[config.mk]
export PLATFORM = sky130hd
export DESIGN_NAME = hera_prog_loader_flat
export DESIGN_NICKNAME = d
export VERILOG_FILES = /design/src/rtl/hera_prog_loader_if.sv /design/src/rtl/hera_prog_loader.sv /design/src/flat_wrapper.sv
export SDC_FILE = /design/constraint.sdc
export NUM_CORES = 1
export LEC_CHECK = 0
export ABC_AREA = 1
export BUFFER_PORTS_ARGS = -buffer_cell sky130_fd_sc_hd__buf_2
export CAP_MARGIN = 40
export CORE_AREA = 5 5 95 75
export DETAILED_ROUTE_END_ITERATION = 8
export DIE_AREA = 0 0 100 80
export MAX_ROUTING_LAYER = met4
export PLACE_DENSITY_LB_ADDON = 0.12
export SLEW_MARGIN = 20
export SYNTH_ARGS = -nofsm -noshare
export SYNTH_HDL_FRONTEND = slang
export SYNTH_SLANG_ARGS = --single-unit
[constraint.sdc]
create_clock -name clk -period 3.7 [get_ports clk]
set_clock_uncertainty 0.1 [all_clocks]
set_input_delay 0.37 -clock clk [delete_from_list [all_inputs] [get_ports clk]]
set_output_delay 0.37 -clock clk [all_outputs]
set_load 0.1 [all_outputs]
[src/rtl/hera_prog_loader_if.sv]
// Byte-stream input and instruction-memory/core-control outputs of the program loader.
interface hera_prog_loader_if #(
  parameter int ADDR_W = 8
);
  logic              in_valid;
  logic [7:0]        in_data;
  logic              in_ready;
  logic              imem_we;
  logic [ADDR_W-1:0] imem_addr;
  logic [15:0]       imem_wdata;
  logic              core_rst;
  logic              load_done;
  logic              load_err;

  modport master (
    output in_valid, in_data,
    input  in_ready, imem_we, imem_addr, imem_wdata, core_rst, load_done, load_err
  );

  modport slave (
    input  in_valid, in_data,
    output in_ready, imem_we, imem_addr, imem_wdata, core_rst, load_done, load_err
  );
endinterface

[src/rtl/hera_prog_loader.sv]
// Boot loader: parses A5/len/words/csum frames into imem writes, then releases the core.
// Latency: write registered one edge after DATA_LO accept; core release BOOT_HOLD+1 edges after good CSUM.
// Backpressure: in_ready high from IDLE through CSUM, low once booting; in_valid gaps simply stall the FSM.
module hera_prog_loader #(
  parameter int ADDR_W    = 8,
  parameter int BOOT_HOLD = 4
) (
  input  logic              clk,
  input  logic              rst,
  hera_prog_loader_if.slave bus
);
  typedef enum logic [2:0] {
    S_IDLE, S_LEN_HI, S_LEN_LO, S_DATA_HI, S_DATA_LO, S_CSUM, S_HOLD, S_RUN
  } state_t;

  localparam int          IW        = ADDR_W + 1;
  localparam int          HW        = $clog2(BOOT_HOLD + 1);
  localparam logic [16:0] MAX_WORDS = 17'(1) << ADDR_W;

  state_t            state, state_nxt;
  logic [7:0]        sum, len_hi, hi_byte;
  logic [IW-1:0]     idx, len;
  logic [HW-1:0]     hold_cnt;
  logic              ready_q, we_q, err_q;
  logic [ADDR_W-1:0] addr_q;
  logic [15:0]       wdata_q;

  logic              accept, set_err, clr_err, wr;
  logic [16:0]       len_word;
  logic              len_bad;
  logic [IW-1:0]     idx_inc;
  logic              hold_done;

  assign accept    = bus.in_valid && ready_q;
  assign len_word  = {1'b0, len_hi, bus.in_data};
  assign len_bad   = (len_word == 17'd0) || (len_word > MAX_WORDS);
  assign idx_inc   = idx + IW'(1);
  assign hold_done = (hold_cnt == HW'(BOOT_HOLD));

  always_comb begin
    state_nxt = state;
    set_err   = 1'b0;
    clr_err   = 1'b0;
    wr        = 1'b0;
    case (state)
      S_IDLE: begin
        if (accept && bus.in_data == 8'hA5) begin
          state_nxt = S_LEN_HI;
          clr_err   = 1'b1;
        end
      end
      S_LEN_HI: if (accept) state_nxt = S_LEN_LO;
      S_LEN_LO: begin
        if (accept) begin
          if (len_bad) begin
            state_nxt = S_IDLE;
            set_err   = 1'b1;
          end else begin
            state_nxt = S_DATA_HI;
          end
        end
      end
      S_DATA_HI: if (accept) state_nxt = S_DATA_LO;
      S_DATA_LO: begin
        if (accept) begin
          wr        = 1'b1;
          state_nxt = (idx_inc == len) ? S_CSUM : S_DATA_HI;
        end
      end
      S_CSUM: begin
        if (accept) begin
          if (bus.in_data == sum) begin
            state_nxt = S_HOLD;
          end else begin
            state_nxt = S_IDLE;
            set_err   = 1'b1;
          end
        end
      end
      S_HOLD:  if (hold_done) state_nxt = S_RUN;
      S_RUN:   state_nxt = S_RUN;
      default: state_nxt = S_IDLE;
    endcase
  end

  always_ff @(posedge clk or negedge rst) begin
    if (!rst) begin
      state    <= S_IDLE;
      sum      <= '0;
      len_hi   <= '0;
      hi_byte  <= '0;
      idx      <= '0;
      len      <= '0;
      hold_cnt <= '0;
      ready_q  <= 1'b0;
      we_q     <= 1'b0;
      err_q    <= 1'b0;
      addr_q   <= '0;
      wdata_q  <= '0;
    end else begin
      state   <= state_nxt;
      ready_q <= (state_nxt != S_HOLD) && (state_nxt != S_RUN);
      we_q    <= wr;

      if (clr_err)      err_q <= 1'b0;
      else if (set_err) err_q <= 1'b1;

      // Checksum covers LEN_HI through the last data byte; the sync byte restarts it.
      if (state == S_IDLE && clr_err)
        sum <= '0;
      else if (accept && (state == S_LEN_HI || state == S_LEN_LO ||
                          state == S_DATA_HI || state == S_DATA_LO))
        sum <= sum + bus.in_data;

      if (accept && state == S_LEN_HI) len_hi <= bus.in_data;
      if (accept && state == S_LEN_LO && !len_bad) begin
        len <= len_word[IW-1:0];
        idx <= '0;
      end
      if (accept && state == S_DATA_HI) hi_byte <= bus.in_data;
      if (wr) begin
        addr_q  <= idx[ADDR_W-1:0];
        wdata_q <= {hi_byte, bus.in_data};
        idx     <= idx_inc;
      end

      if (state != S_HOLD)  hold_cnt <= '0;
      else if (!hold_done)  hold_cnt <= hold_cnt + HW'(1);
    end
  end

  assign bus.in_ready   = ready_q;
  assign bus.imem_we    = we_q;
  assign bus.imem_addr  = addr_q;
  assign bus.imem_wdata = wdata_q;
  assign bus.core_rst   = (state == S_RUN);
  assign bus.load_done  = (state == S_RUN);
  assign bus.load_err   = err_q;
endmodule
[src/flat_wrapper.sv]
// flat-port wrapper written by rule: the top's interface ports become plain ports
module hera_prog_loader_flat 
#(
  parameter int ADDR_W    = 8,
  parameter int BOOT_HOLD = 4
)
  (clk, rst, bus_in_valid, bus_in_data, bus_in_ready, bus_imem_we, bus_imem_addr, bus_imem_wdata, bus_core_rst, bus_load_done, bus_load_err);
  hera_prog_loader_if #(.ADDR_W(ADDR_W)) bus_i ();
  input  logic clk;
  input  logic rst;
  input wire logic [$bits(bus_i.in_valid)-1:0] bus_in_valid;
  input wire logic [$bits(bus_i.in_data)-1:0] bus_in_data;
  output wire logic [$bits(bus_i.in_ready)-1:0] bus_in_ready;
  output wire logic [$bits(bus_i.imem_we)-1:0] bus_imem_we;
  output wire logic [$bits(bus_i.imem_addr)-1:0] bus_imem_addr;
  output wire logic [$bits(bus_i.imem_wdata)-1:0] bus_imem_wdata;
  output wire logic [$bits(bus_i.core_rst)-1:0] bus_core_rst;
  output wire logic [$bits(bus_i.load_done)-1:0] bus_load_done;
  output wire logic [$bits(bus_i.load_err)-1:0] bus_load_err;
  assign bus_i.in_valid = bus_in_valid;
  assign bus_i.in_data = bus_in_data;
  assign bus_in_ready = bus_i.in_ready;
  assign bus_imem_we = bus_i.imem_we;
  assign bus_imem_addr = bus_i.imem_addr;
  assign bus_imem_wdata = bus_i.imem_wdata;
  assign bus_core_rst = bus_i.core_rst;
  assign bus_load_done = bus_i.load_done;
  assign bus_load_err = bus_i.load_err;
  hera_prog_loader #(.ADDR_W(ADDR_W), .BOOT_HOLD(BOOT_HOLD)) u_core (.clk(clk), .rst(rst), .bus(bus_i));
endmodule
Word-level counts from Yosys, hierarchy flattened
Index checks and enable logic that the tools add are counted.

Reduce and logical (&&, ||, !) cells: 19. Bitwise operators: 0. Eq/ne operators: 15. Shift-type cells: 0. $lt $le $gt $ge: 1. Divide/modulo/power cells: 0. Muxes and demuxes: 28. Add/sub/neg operators: 3. Multipliers: 0.

Operator list (number): 3-bit 2-to-1 mux (11); 3-bit case mux with 8 select lines (1); 9-bit 2-to-1 mux (2); 17-bit zero test (1); 16-bit by 9-bit > comparator with 1-bit output, second input constant (1); 8-bit 2-to-1 mux (2); 3-bit equality test, second input constant (5); 1-bit 2-to-1 mux (10); 9-bit by 1-bit adder with 9-bit output, second input constant (1); 9-bit equality test (1); 1-bit logical AND (9); 3-bit != test, second input constant (3); 8-bit adder (1); 8-bit equality test (1); 8-bit equality test, second input constant (1); 3-bit by 2-bit equality test with 1-bit output, second input constant (2); 2-bit nonzero test (3); 1-bit logical OR (4); 3-bit by 1-bit adder with 3-bit output, second input constant (1); 3-bit by 1-bit equality test with 1-bit output, second input constant (1); 3-bit zero test (1); 2-bit 2-to-1 mux (1); 2-bit != test, second input constant (1); 1-bit case mux with 2 select lines (1); 1-bit zero test (1).

Bits in registers: 75. Bits in read-only memories: 0. Logic and storage cells: 78. Input bits: 11. Memories kept: 0. Memory bits (writable): 0. Output and inout bits: 29. Latch bits: 0.

Longest topological paths before layout
Depth in word-level cells: 7. Mapped depth: 15.

Worst setup path before layout
OpenSTA, ideal clock, no wires.

Path type: register -> output. Start: register u_core.state[2]. End: output bus_load_done. Cell stages (with the launch flop): 5. Data arrival time: 2.306 ns. Required time: 3.230 ns. Setup slack: 0.924 ns. Cells stage by stage: dfrtp_1 > clkbuf_2 > nand2_1 > nor2_1 > buf_4.

Word-level cells in the longest chain between the ends: 1.

Ends and longest elaborated chain: start, declared (line hera_prog_loader.sv:20) `state_t state, state_nxt;`; start signal, assigned (line hera_prog_loader.sv:101) `state <= state_nxt;`; 3-bit equality test; end, declared (line flat_wrapper.sv:18) `output wire logic [$bits(bus_i.load_done)-1:0] bus_load_done;`.

Every way passes these cells.

Final worst setup path
Start: register u_core.state[1]. End: register u_core.ready_q, in the netlist u_core.bus.in_ready.

Word-level cells in the longest chain between the ends: 4. Elaborated cells on any way between the ends: 19.

Ends and longest elaborated chain: 3-bit equality test (tied with other cells) (line hera_prog_loader.sv:45) `case (state)`; 3-bit case mux with 8 select lines (*) (line hera_prog_loader.sv:45); via u_core.state_nxt[1] (line hera_prog_loader.sv:20); 3-bit != test (line hera_prog_loader.sv:102) `ready_q <= (state_nxt != S_HOLD) && (state_nxt != S_RUN);`; 1-bit logical AND (*) (line hera_prog_loader.sv:102); end signal, assigned (line hera_prog_loader.sv:102); end, declared (line hera_prog_loader.sv:24) `logic ready_q, we_q, err_q;`.

The timed path passes the listed nets; every way through them passes the cells marked *. A chain may end at the register's enable or synchronous reset.

==> flow_metrics.tcl <==
set metrics [dict create \
    seq_area_frac_synth 0.5107 \
    drt-initial-drc-count 160 \
    pwr-share-seq 0.415 \
    finalNonFillerCells 573 \
    power.density_nw_per_um2 646.9 \
    pwr-share-clk 0.258 \
    crit_slowest_cell "nand4_1" \
    ys_warn_count 0 \
    reg2reg_setup_slack_ns 1.55 \
    ys_seq_elements 75 \
    fin_ws_ns 1.546 \
    antenna_cells 0 \
    crit_required_ns 3.85 \
    grt_pass1_wl_mm 14.39 \
    ys_types 35 \
    clock_sink_count 75 \
    path_class "flip-flop to flip-flop" \
    synth.area.top_cells "dfrtp_1 (51%), nand2_1 (14%), o21ai_0 (7.5%)" \
    synth_top_area_frac 0.5107 \
    final_cell_mix "nand2_1 (135), dfrtp_1 (75), o21ai_0 (55)" \
    wl_per_cell_um 14.42 \
    synth_nets 469 \
    hold_violations 0 \
    tns_ns 0 \
    worst_pin_slew_ns 0.6978 \
    drc 0 \
    pwr-share-comb 0.327 \
    htree_levels 3 \
    rsz0062_at_grt "no" \
    maxCapViolations 0 \
    cts_hold_buffers 1 \
    hpwlAfterDp_mm 5.869 \
    syn-cell-area_sq_um 3675 \
    ios 40 \
    area_growth_pct 13.96 \
    period_share 0.5822 \
    final_antenna_net_count 0 \
    slowest_delay_ns 0.63 \
    post_cts_resized 0 \
    fp.dieH_um 80 \
    routed_wirelength_mm 8.265 \
    status "completed" \
    coreArea_sq_um 6100 \
    grt_max_degree 60 \
    cts_tree "built" \
    worstPathCellList "inv_1, nor3_1, nand4_1, nand4_1, inv_1, nand2_2, nand2_2" \
    numCtsBuffers 9 \
    maxSlewHeadroom 0.5334 \
    nNetsFinal 509 \
    ir_worst_vdd_mv 0.4438 \
    clk_latency_ns 0.35 \
    finish.utilization 0.6866 \
    grt_usage 0.2370 \
    leakage_nw 2.136 \
    postSynthAreaPerCell_sq_um 8.221 \
    max_freq_ghz 0.4642 \
    period_needed_ns 2.154 \
    cts.root.buffer_cell "clkbuf_8" \
    gp_congestion 0.8512 \
    die_area_sq_um 8000 \
    syn_inst 447 \
    critPathArrivalTime_ns 2.30 \
    numPortBuffers 39 \
    crit_fanout 20 \
    p_switching_mw 1.076 \
    crit_path_end_kind "flip-flop" \
    dr.pass1.iters 5 \
    internal-power_mw 1.633 \
    grt-ovfl-total 0 \
    swShare 0.3972 \
    vias 3110 \
    slew_viol_final 0 \
    grt_pass1_vias 3072 \
    path_clk_slew_ns 0.08 \
    startpoint_type "flip-flop" \
    antenna_found_initial 0 \
    row_count 25 \
    via_per_inst 5.428 \
    timing.hold.ws_ns 0.3054 \
    hold_class "input port to flip-flop" \
    die_w_um 100 \
    drive_gt1_frac 0.1504 \
    start_util 0.6025 \
    clk_path_buf_depth 2 \
    yosysTopAreaCell "dfrtp_1" \
    dp_cells 556 \
    place_ws_ns 1.380 \
    setup_violations 0 \
    cts_setup_buffers 0 \
    final_common_cell "nand2_1" \
]
## area by class of cell
type | instances | area, sq um
clock buffers | 9 | 123.9
clock inverters | 7 | 102.6
fillers | 508 | 1912
inverters | 42 | 157.7
multi-input cells | 316 | 1578
flip-flops and latches | 75 | 1877
well taps | 81 | 101.3
repair buffers | 43 | 247.7
## power by group through the flow
| stage | combinational, mW | clock [mW] | sequential (mW) |
|---|---|---|---|
| 2_1_floorplan | 0.411 | 0 | 1.39 |
| 3_3_place_gp | 0.864 | 0 | 1.13 |
| 3_5_place_dp | 0.881 | 0 | 1.13 |
| 4_1_cts | 0.888 | 0.717 | 1.12 |
| 5_1_grt | 0.973 | 0.757 | 1.15 |
| 6_report | 0.886 | 0.700 | 1.12 |
## Yosys cell counts
master	n
xnor2_1	3
buf_4	1
a32o_1	2
fa_1	1
nor2_2	1
nand3b_1	3
nand2_2	6
nor3_1	4
inv_2	4
o21ai_1	2
clkbuf_2	1
nor2_4	2
o211a_1	1
clkbuf_1	8
a31oi_1	1
and2_1	1
inv_1	36
nor4_1	2
clkinv_1	2
o21a_1	1
nor2_1	19
o311ai_0	1
nand3_1	43
xor2_1	1
o21ai_0	55
nand4_2	1
nand2_1	135
nor3_2	1
nand4_1	11
dfrtp_1	75
ha_1	10
a21oi_1	7
or2_2	1
buf_2	4
and3_1	1
## cell families (layout without fill, tap and decap cells)
logic type                 Yosys count  after routing  synth area share
xor gates and xnor gates             4              4          0.009535
and+or+nand+nor                    231            231            0.2789
AOI/OAI and AO/OA                   70             70            0.1015
DFF                                 75             75            0.5107
adders and majority gates           11             11           0.03950
buffers and inverters               56            101           0.05992
## per-stage QoR
stage               total power [mW]  cell area [sq um]
finish                         2.709               4188
global placement               1.994               3924
global route                   2.876               4188
floorplan                      1.802               3675
CTS                            2.726               4188
detailed placement             2.012               3951
## registers in the layout (all words and copies together), names as in the netlist, 3 cells and up
register,cells
u_core.bus.imem_addr,8
u_core.bus.imem_wdata,16
u_core.hi_byte,8
u_core.hold_cnt,3
u_core.idx,9
u_core.len,9
u_core.len_hi,8
u_core.state,3
u_core.sum,8
## layer usage
| metal | global-route usage | vias up | routed length [um] |
|---|---|---|---|
| met5 | - | - | 0 |
| met4 | 0.05922 | 0 | 78 |
| met3 | 0.05677 | 12 | 483 |
| met2 | 0.3822 | 79 | 3900 |
| met1 | 0.3052 | 1455 | 3801 |
| li1 | - | 1564 | - |
## critical path, delay by kind of cell, from the launching register on
kind / cells / cell delay [ns]
flops: 1 / 0.47
simple gates: 5 / 1.33
buf+inv: 2 / 0.17
## worst paths after layout
path,startpoint,endpoint,cells past startpoint
max,u_core.state[1],u_core.bus.in_ready,7
min,bus_in_data[6],u_core.len[6],3
max reg2reg,u_core.state[1],u_core.bus.in_ready,7
min reg2reg,u_core.hi_byte[3],u_core.bus.imem_wdata[11],2
max in group asynchronous,rst,u_core.sum[7],4
min in group asynchronous,rst,u_core.bus.imem_we,3
(Power assumes the default switching activity.)
